==> config.mk <==
export PLATFORM = sky130hd
export DESIGN_NAME = fde_sequencer
export DESIGN_NICKNAME = d
export VERILOG_FILES = /design/src/rtl/fde_pkg.sv /design/src/rtl/fde_stage_timer.sv /design/src/rtl/fde_sequencer.sv
export SDC_FILE = /design/constraint.sdc
export NUM_CORES = 1
export LEC_CHECK = 0
export CAP_MARGIN = 20
export CORE_ASPECT_RATIO = 0.75
export CORE_MARGIN = 5
export CORE_UTILIZATION = 40
export CTS_BUF_LIST = sky130_fd_sc_hd__clkbuf_2 sky130_fd_sc_hd__clkbuf_4 sky130_fd_sc_hd__clkbuf_8
export DETAILED_ROUTE_END_ITERATION = 8
export DONT_BUFFER_PORTS = 1
export PLACE_DENSITY_LB_ADDON = 0.12
export SLEW_MARGIN = 20
export SYNTH_ARGS = -nofsm -noshare
export SYNTH_HDL_FRONTEND = slang
export SYNTH_HIERARCHICAL = 1
export SYNTH_SLANG_ARGS = --single-unit
==> constraint.sdc <==
create_clock -name clock -period 3.5 [get_ports clock]
set_clock_uncertainty 0.15 [all_clocks]
set_input_delay 0.35 -clock clock [delete_from_list [all_inputs] [get_ports clock]]
set_output_delay 0.35 -clock clock [all_outputs]
set_load 0.05 [all_outputs]
==> src/rtl/fde_pkg.sv <==
// Shared state encoding and default sizing for the fetch/decode/execute sequencer.
`default_nettype none

package fde_pkg;

  localparam int DEF_PC_W    = 32;
  localparam int DEF_CNT_W   = 32;
  localparam int DEF_TIMEOUT = 1024;

  typedef enum logic [2:0] {
    ST_IDLE   = 3'd0,
    ST_FETCH  = 3'd1,
    ST_DECODE = 3'd2,
    ST_EXEC   = 3'd3,
    ST_CHECK  = 3'd4,
    ST_DONE   = 3'd5
  } state_t;

  // States that launch a sub-block and wait for its done pulse.
  function automatic logic is_stage(input state_t s);
    return (s == ST_FETCH) || (s == ST_DECODE) || (s == ST_EXEC);
  endfunction

endpackage

`default_nettype wire

==> src/rtl/fde_stage_timer.sv <==
// Per-stage wait counter; cleared on stage entry, saturates at TIMEOUT-1 and flags expiry.
`default_nettype none

module fde_stage_timer
  import fde_pkg::*;
#(
  parameter int TIMEOUT = DEF_TIMEOUT
) (
  input  logic clock,
  input  logic reset,
  input  logic clear,
  output logic expired
);

  localparam int CW = (TIMEOUT > 1) ? $clog2(TIMEOUT) : 1;
  localparam logic [CW-1:0] LAST = CW'(TIMEOUT - 1);

  logic [CW-1:0] count;

  always_ff @(posedge clock) begin
    if (reset || clear) begin
      count <= '0;
    end else if (count != LAST) begin
      count <= count + 1'b1;
    end
  end

  // Count is 0 on the entry cycle, so expiry lands on the TIMEOUT-th cycle in the stage.
  assign expired = (count == LAST);

endmodule

`default_nettype wire

==> src/rtl/fde_sequencer.sv <==
// Fetch/decode/execute run controller: sequences three sub-blocks per instruction
// until the program stops running, hits its instruction limit, or a stage times out.
`default_nettype none

module fde_sequencer
  import fde_pkg::*;
#(
  parameter int PC_W    = DEF_PC_W,
  parameter int CNT_W   = DEF_CNT_W,
  parameter int TIMEOUT = DEF_TIMEOUT
) (
  input  logic             clock,
  input  logic             reset,
  input  logic             ap_start,
  output logic             ap_done,
  output logic             ap_idle,
  output logic             ap_ready,
  input  logic [PC_W-1:0]  start_pc,
  input  logic [CNT_W-1:0] max_instr,
  output logic             fetch_start,
  output logic             decode_start,
  output logic             exec_start,
  input  logic             fetch_done,
  input  logic             decode_done,
  input  logic             exec_done,
  output logic [PC_W-1:0]  fetch_pc,
  input  logic [PC_W-1:0]  exec_next_pc,
  input  logic             exec_running,
  output logic [CNT_W-1:0] instr_count,
  output logic             err_timeout
);

  state_t           state;
  state_t           next_state;
  logic             first;
  logic [PC_W-1:0]  pc;
  logic [CNT_W-1:0] limit;
  logic             running;

  logic             stage_enter;
  logic             launch;
  logic             exec_accept;
  logic             timeout_hit;
  logic             expired;

  fde_stage_timer #(
    .TIMEOUT (TIMEOUT)
  ) u_timer (
    .clock   (clock),
    .reset   (reset),
    .clear   (stage_enter),
    .expired (expired)
  );

  always_ff @(posedge clock) begin
    if (reset) begin
      state <= ST_IDLE;
    end else begin
      state <= next_state;
    end
  end

  // Done inputs are qualified with !first so a pulse coincident with start is ignored.
  always_comb begin
    next_state  = state;
    exec_accept = 1'b0;
    timeout_hit = 1'b0;
    launch      = 1'b0;
    case (state)
      ST_IDLE: begin
        if (ap_start) begin
          launch     = 1'b1;
          next_state = ST_FETCH;
        end
      end
      ST_FETCH: begin
        if (fetch_done && !first) begin
          next_state = ST_DECODE;
        end else if (expired) begin
          timeout_hit = 1'b1;
          next_state  = ST_DONE;
        end
      end
      ST_DECODE: begin
        if (decode_done && !first) begin
          next_state = ST_EXEC;
        end else if (expired) begin
          timeout_hit = 1'b1;
          next_state  = ST_DONE;
        end
      end
      ST_EXEC: begin
        if (exec_done && !first) begin
          exec_accept = 1'b1;
          next_state  = ST_CHECK;
        end else if (expired) begin
          timeout_hit = 1'b1;
          next_state  = ST_DONE;
        end
      end
      ST_CHECK: begin
        if (!running || ((limit != '0) && (instr_count == limit))) begin
          next_state = ST_DONE;
        end else begin
          next_state = ST_FETCH;
        end
      end
      ST_DONE: next_state = ST_IDLE;
      default: next_state = ST_IDLE;
    endcase
    stage_enter = is_stage(next_state) && (next_state != state);
  end

  always_ff @(posedge clock) begin
    if (reset) begin
      first       <= 1'b0;
      pc          <= '0;
      limit       <= '0;
      instr_count <= '0;
      running     <= 1'b0;
      err_timeout <= 1'b0;
    end else begin
      first <= stage_enter;
      if (launch) begin
        pc          <= start_pc;
        limit       <= max_instr;
        instr_count <= '0;
        err_timeout <= 1'b0;
      end
      if (exec_accept) begin
        pc          <= exec_next_pc;
        instr_count <= instr_count + 1'b1;
        running     <= exec_running;
      end
      if (timeout_hit) begin
        err_timeout <= 1'b1;
      end
    end
  end

  assign fetch_start  = (state == ST_FETCH)  && first;
  assign decode_start = (state == ST_DECODE) && first;
  assign exec_start   = (state == ST_EXEC)   && first;
  assign ap_done      = (state == ST_DONE);
  assign ap_ready     = (state == ST_DONE);
  assign ap_idle      = (state == ST_IDLE);
  assign fetch_pc     = pc;

endmodule

`default_nettype wire

After elaboration in Yosys (flattened, before gate mapping)

Cells that the tools add are included.

Register bits: 112
Input port bits: 103
Output and inout bits: 71
Word-level logic and storage cells: 62

$add $sub $neg: 2
Equal/unequal tests: 12
Mux-type cells: 22
Reduce and logical (&&, ||, !) cells: 18

Operator list:

| kind                    | number |
|---|---|
| $mux W32                | 4 |
| $add A32 B1 Y32 const B | 1 |
| $eq A32 B32 Y1          | 1 |
| $reduce_bool A32 Y1     | 1 |
| $mux W3                 | 6 |
| $pmux W3 S5             | 1 |
| $eq A3 B2 Y1 const B    | 4 |
| $add A10 B1 Y10 const B | 1 |
| $eq A10 B10 Y1 const B  | 1 |
| $mux W1                 | 10 |
| $ne A10 B10 Y1 const B  | 1 |
| $logic_and A1 B1 Y1     | 8 |
| $eq A3 B1 Y1 const B    | 2 |
| $eq A3 B3 Y1 const B    | 2 |
| $logic_or A1 B1 Y1      | 4 |
| $reduce_bool A2 Y1      | 2 |
| $logic_not A3 Y1        | 1 |
| $ne A3 B3 Y1            | 1 |
| $pmux W1 S3             | 1 |
| $logic_not A1 Y1        | 2 |

Logic depth before layout (Yosys ltp)

Depth in word-level cells: 10
Depth in mapped cells: 14
Mapped depth without buffers: 13

Cells and area by module

Netlist, hierarchy kept.

By module, submodules not included:

| module          | instances | cells each | area an instance (sq um) | sequential area each (sq um) |
|---|---|---|---|---|
| fde_sequencer   | 1         | 592        | 4883.4                   | 2042.0 |
| fde_stage_timer | 1         | 54         | 467.9                    | 200.2 |

Worst setup path after synthesis

Ideal clock, no wire load.

Path type: register to register
Start: register u_timer.count[0]
End: register u_timer.count[4]
Library setup time: 0.079 ns
Arrival: 2.516 ns
Required time: 3.271 ns
Path slack: 0.755 ns
Stages on the path, launching flop included: 14
Buffers on the path: 2
Period minus slack after synthesis: 2.745 ns
Path through: dfxtp_1 ha_1 nand4_1 or3_1 buf_6 clkinv_8 nand2_1 o22ai_1 o32ai_2 a21oi_1 nor3b_1 or2_2 clkbuf_1 a211oi_2

Word-level cells in the longest chain between the ends: 9
Elaborated cells between the ends (all ways): 16
Those cells by class: add/sub (1); eq/ne (6); mux (5); reduce/logical (4)

Ends and longest elaborated chain:

| item                                         | RTL line                                                      | RTL |
|---|---|---|
| start, declared                              | fde_stage_timer.sv:18                                         | `logic [CW-1:0] count;` |
| start signal, assigned                       | fde_stage_timer.sv:24                                         | `count <= count + 1'b1;` |
| $eq A10 B10 Y1 (*)                           | fde_stage_timer.sv:29                                         | `assign expired = (count == LAST);` |
| named net expired                            | fde_sequencer.sv:44                                           | `logic expired;` |
| $mux W3 (*)                                  | fde_sequencer.sv:79, fde_sequencer.sv:87, fde_sequencer.sv:96 |  |
| $mux W3 (on tied branches)                   | fde_sequencer.sv:93, fde_sequencer.sv:77, fde_sequencer.sv:85 |  |
| $pmux W3 S5 (*)                              | fde_sequencer.sv:69                                           | `case (state)` |
| $eq A3 B1 Y1 or $eq A3 B2 Y1 (tied branches) | fde_pkg.sv:21                                                 | `return (s == ST_FETCH) \|\| (s == ST_DECODE) \|\| (s == ST_EXEC);` |
| $logic_or A1 B1 Y1 (2 in series)             | fde_pkg.sv:21                                                 |  |
| $logic_and A1 B1 Y1 (*)                      | fde_sequencer.sv:111                                          | `stage_enter = is_stage(next_state) && (next_state != state);` |
| named net stage_enter                        | fde_sequencer.sv:40                                           | `logic stage_enter;` |
| $logic_or A1 B1 Y1 (*)                       | fde_stage_timer.sv:21                                         | `if (reset \|\| clear) begin` |

Mark *: on every way through the listed nets, which the timed path passes. The rest lies on a longest branch.
A chain may end at the register's enable or synchronous reset.

Final worst setup path

Start: register u_timer.count[0]
End: register u_timer.count[2]

The elaborated chain is that of the path after synthesis.

==> flow_summary.toml <==
[status]
status = "finished clean"

[run]
maxCapViolCount = 0

[setup_path]
crit_slowest_cell = "or3_1"
cp-end-kind = "flip-flop"
cp.arrival_ns = 3.29
worstSetupPathType = "flip-flop to flip-flop"
worstSetupStartpointType = "flip-flop"
cp_max_fo = 9
crit_chain = "ha_1 > nand4_1 > or3_1 > clkinv_8 > nand2_1 > o22ai_1 > o32ai_2 > a21oi_1 > nor3b_1 > nor2_1 > o21ai_0 > a31oi_1"
cp_data_required_time_ns = 3.64
slowest_delay_ns = 0.58

[detailed_routing]
dr_total_vias = 4843
detail-route-antenna-nets = 0
totalWireLength_um = 15400
drt-initial-drc-count = 277
wl_per_cell_um = 17.7
firstDrtPassIters = 7
via_per_inst = 5.55
drc = 0

[timing]
finalCritPeriodShare_pct = 90.0
slew_headroom_pct = 40.2
min_period_ns = 3.15
slew_viol_final = 0
timing.final.hold_violations = 0
fmax_mhz = 318
setup_ws_ns = 0.351
setup_viol = 0
rsz0062_at_grt = "no"
fin_setup_tns_ns = 0
worstMarginPinSlew_ns = 0.894

[synth]
avgSynthCellArea_um2 = 8.28
synth-edff-count = 0
syn_inst = 646
yosysWarnings = 6
synth_cell_types = 66
synth-seq-cells = 112
syn-num-nets = 751
async_flop_share_pct = 0
syn_area_um2 = 5350
seq_area_frac_synth_pct = 41.9
ys.flop_type = "dfxtp_1"

[cells_and_area]
num_antenna_cells = 0
fill_cells = 1304
layout.nets = 802
design_area_um2 = 6340
final_core_util_pct = 48.6
layout-area-overhead-vs-synth_pct = 18.6
drive_gt1_share_pct = 12.1

[cts]
cts_buffer_depth = 2
path_clk_slew_ns = 0.11
clockRootBuffer = "clkbuf_8"
cts_tree = "done"
clock-sinks = 112
htreeDepth = 3
clkLatencyLatePin_ns = 0.37
cts_made_buffers = 9

[grt]
grt_max_degree = 103
grt_overflow_total = 0
grtUsageTotal_pct = 18.8
grt_pass1_vias = 4576
grt_pass1_wl_um = 23700
antenna_found_initial = 0

[power]
peakVddDrop_v = 0.000297
p_per_area_nw_per_um2 = 539
p_leak_nw = 2.22

[die]
initial_core_util_pct = 41.0
dieArea_um2 = 15800
io_pins = 174
std_cell_rows = 36
die_w_um = 144
core_area_um2 = 13100
fp.dieH_um = 110

[placed_design]
dpl_cell_area_um2 = 5670
pre_cts_ws_ns = 0.458
gp_congestion = 0.826
dp_hpwl_um = 11000
io_buffers = 0

[worst_hold_path]
min-delay-path-class = "input pin to flip-flop"
-- final cells by class --
class                      instances  area (um^2)  share of cell area, %
inverter                          10         50.0                  0.789
timing repair buffer              80          729                   11.5
clock inverter                     7          104                   1.64
sequential                       112         2240                   35.3
clock buffer                       9          124                   1.95
tap                              171          214                   3.37
multi-input combinational        484         2880                   45.4
-- flip-flops by register name, indices dropped and copies added, names as in the netlist --
| name | flops |
|---|---|
| fetch_pc | 32 |
| instr_count | 32 |
| first | 1 |
| limit | 32 |
| u_timer/count | 10 |
| err_timeout | 1 |
| state | 3 |
| running | 1 |
-- kinds of logic (layout without fill, tap and decap cells) --
family                   after synthesis  after routing  synth area share [%]
AO/OA/AOI/OAI                        166            166                  19.1
XOR/XNOR                              38             38                  6.22
adder cells (fa/ha/maj)                2              2                 0.468
buffers and inverters                 50            106                  4.56
flip-flops                           112            112                  41.9
multiplexers                           7              7                  1.52
AND/OR/NAND/NOR                      271            271                  26.2
-- layer usage --
metal / routed length [um] / up-vias / share of wire [%] / track usage [%]
met2: 7410 / 168 / 48 / 31.8
met3: 1360 / 7 / 8.8 / 6.73
met4: 99 / 0 / 0.64 / 3.49
met5: 0 / - / 0 / 0
li1: - / 2390 / - / -
met1: 6570 / 2278 / 43 / 23.5
-- worst max-delay path, delay by kind of cell (launching register included) --
family	cells	cell delay (ns)
simple gates	5	1.19
compound gates	5	0.91
flops	1	0.43
fa+ha+maj	1	0.28
buf+inv	1	0.13
-- through the flow --
stage | std cells | hold WS [ns] | power, mW
after global routing | 873 | 0.00576 | 3.60
after CTS | 872 | 0.000136 | 3.45
final | 873 | 0.0134 | 3.42
after global placement | 814 | 0.278 | 2.51
after floorplan | 646 | 0.287 | 2.34
after detailed placement | 814 | 0.281 | 2.52
-- worst paths after layout --
check	start	to	cells after the start	slack, ns
setup / recovery	u_timer/count[0]$_SDFFE_PP0P_	u_timer/count[2]$_SDFFE_PP0P_	12	0.35
hold reg to reg	running$_SDFFE_PP0P_	running$_SDFFE_PP0P_	2	0.32
hold / removal	start_pc[27]	fetch_pc[27]$_SDFFE_PP0P_	2	0.01
setup reg to reg	u_timer/count[0]$_SDFFE_PP0P_	u_timer/count[2]$_SDFFE_PP0P_	12	0.35
-- report_power, final --
part           switching [mW]  internal, mW  leakage [nW]
combinational           0.500         0.307          1.20
sequential              0.339          1.40         0.913
clock                   0.459         0.412         0.108
-- timing repair --
action,in CTS,in global routing
resized for setup,0,0
endpoints found under the hold margin,102,1
buffers inserted,0,0
hold buffers,42,1
-- layout by cell type (no fill, tap or decap), types with 3 or more instances in the layout --
cell type	synthesis	routed
nand3_1	22	22
xor2_1	6	6
dfxtp_1	112	112
nand2_1	128	128
o21ai_0	6	6
xnor2_1	32	32
nor2b_1	9	9
nor3_1	12	12
a31oi_1	6	6
o21a_1	3	3
dlygate4sd3_1	0	42
o31ai_1	3	3
a21oi_1	87	87
o31a_1	3	3
inv_1	9	9
nand4_1	13	13
or3_1	7	7
clkbuf_8	0	9
nor4_1	12	12
buf_4	3	36
nor2_1	34	32
mux2_2	3	3
nand2_2	3	3
o211ai_1	11	11
a22oi_1	33	33
-- cell usage after synthesis, drive strengths merged (3+ instances only) --
cell type | count | area, um^2
dfxtp | 112 | 2240
xnor2 | 32 | 280
nor4 | 14 | 118
nor2 | 35 | 134
nor3b | 3 | 22.5
clkbuf | 23 | 86.3
nand2 | 131 | 499
xor2 | 6 | 52.6
a31oi | 6 | 37.5
a22oi | 33 | 248
a211oi | 3 | 27.5
nand3 | 23 | 128
o21ai | 8 | 40.0
a21oi | 87 | 435
nand3b | 3 | 35.0
o31ai | 3 | 22.5
o211ai | 11 | 82.6
nor3 | 14 | 80.1
o21a | 3 | 22.5
buf | 16 | 98.8
and4 | 3 | 28.8
inv | 9 | 33.8
o31a | 3 | 26.3
nor2b | 9 | 56.3
or3 | 7 | 43.8
or2 | 3 | 18.8
mux2 | 6 | 71.3
nand4 | 16 | 136
No activity file was read; power rests on OpenSTA's default activity.
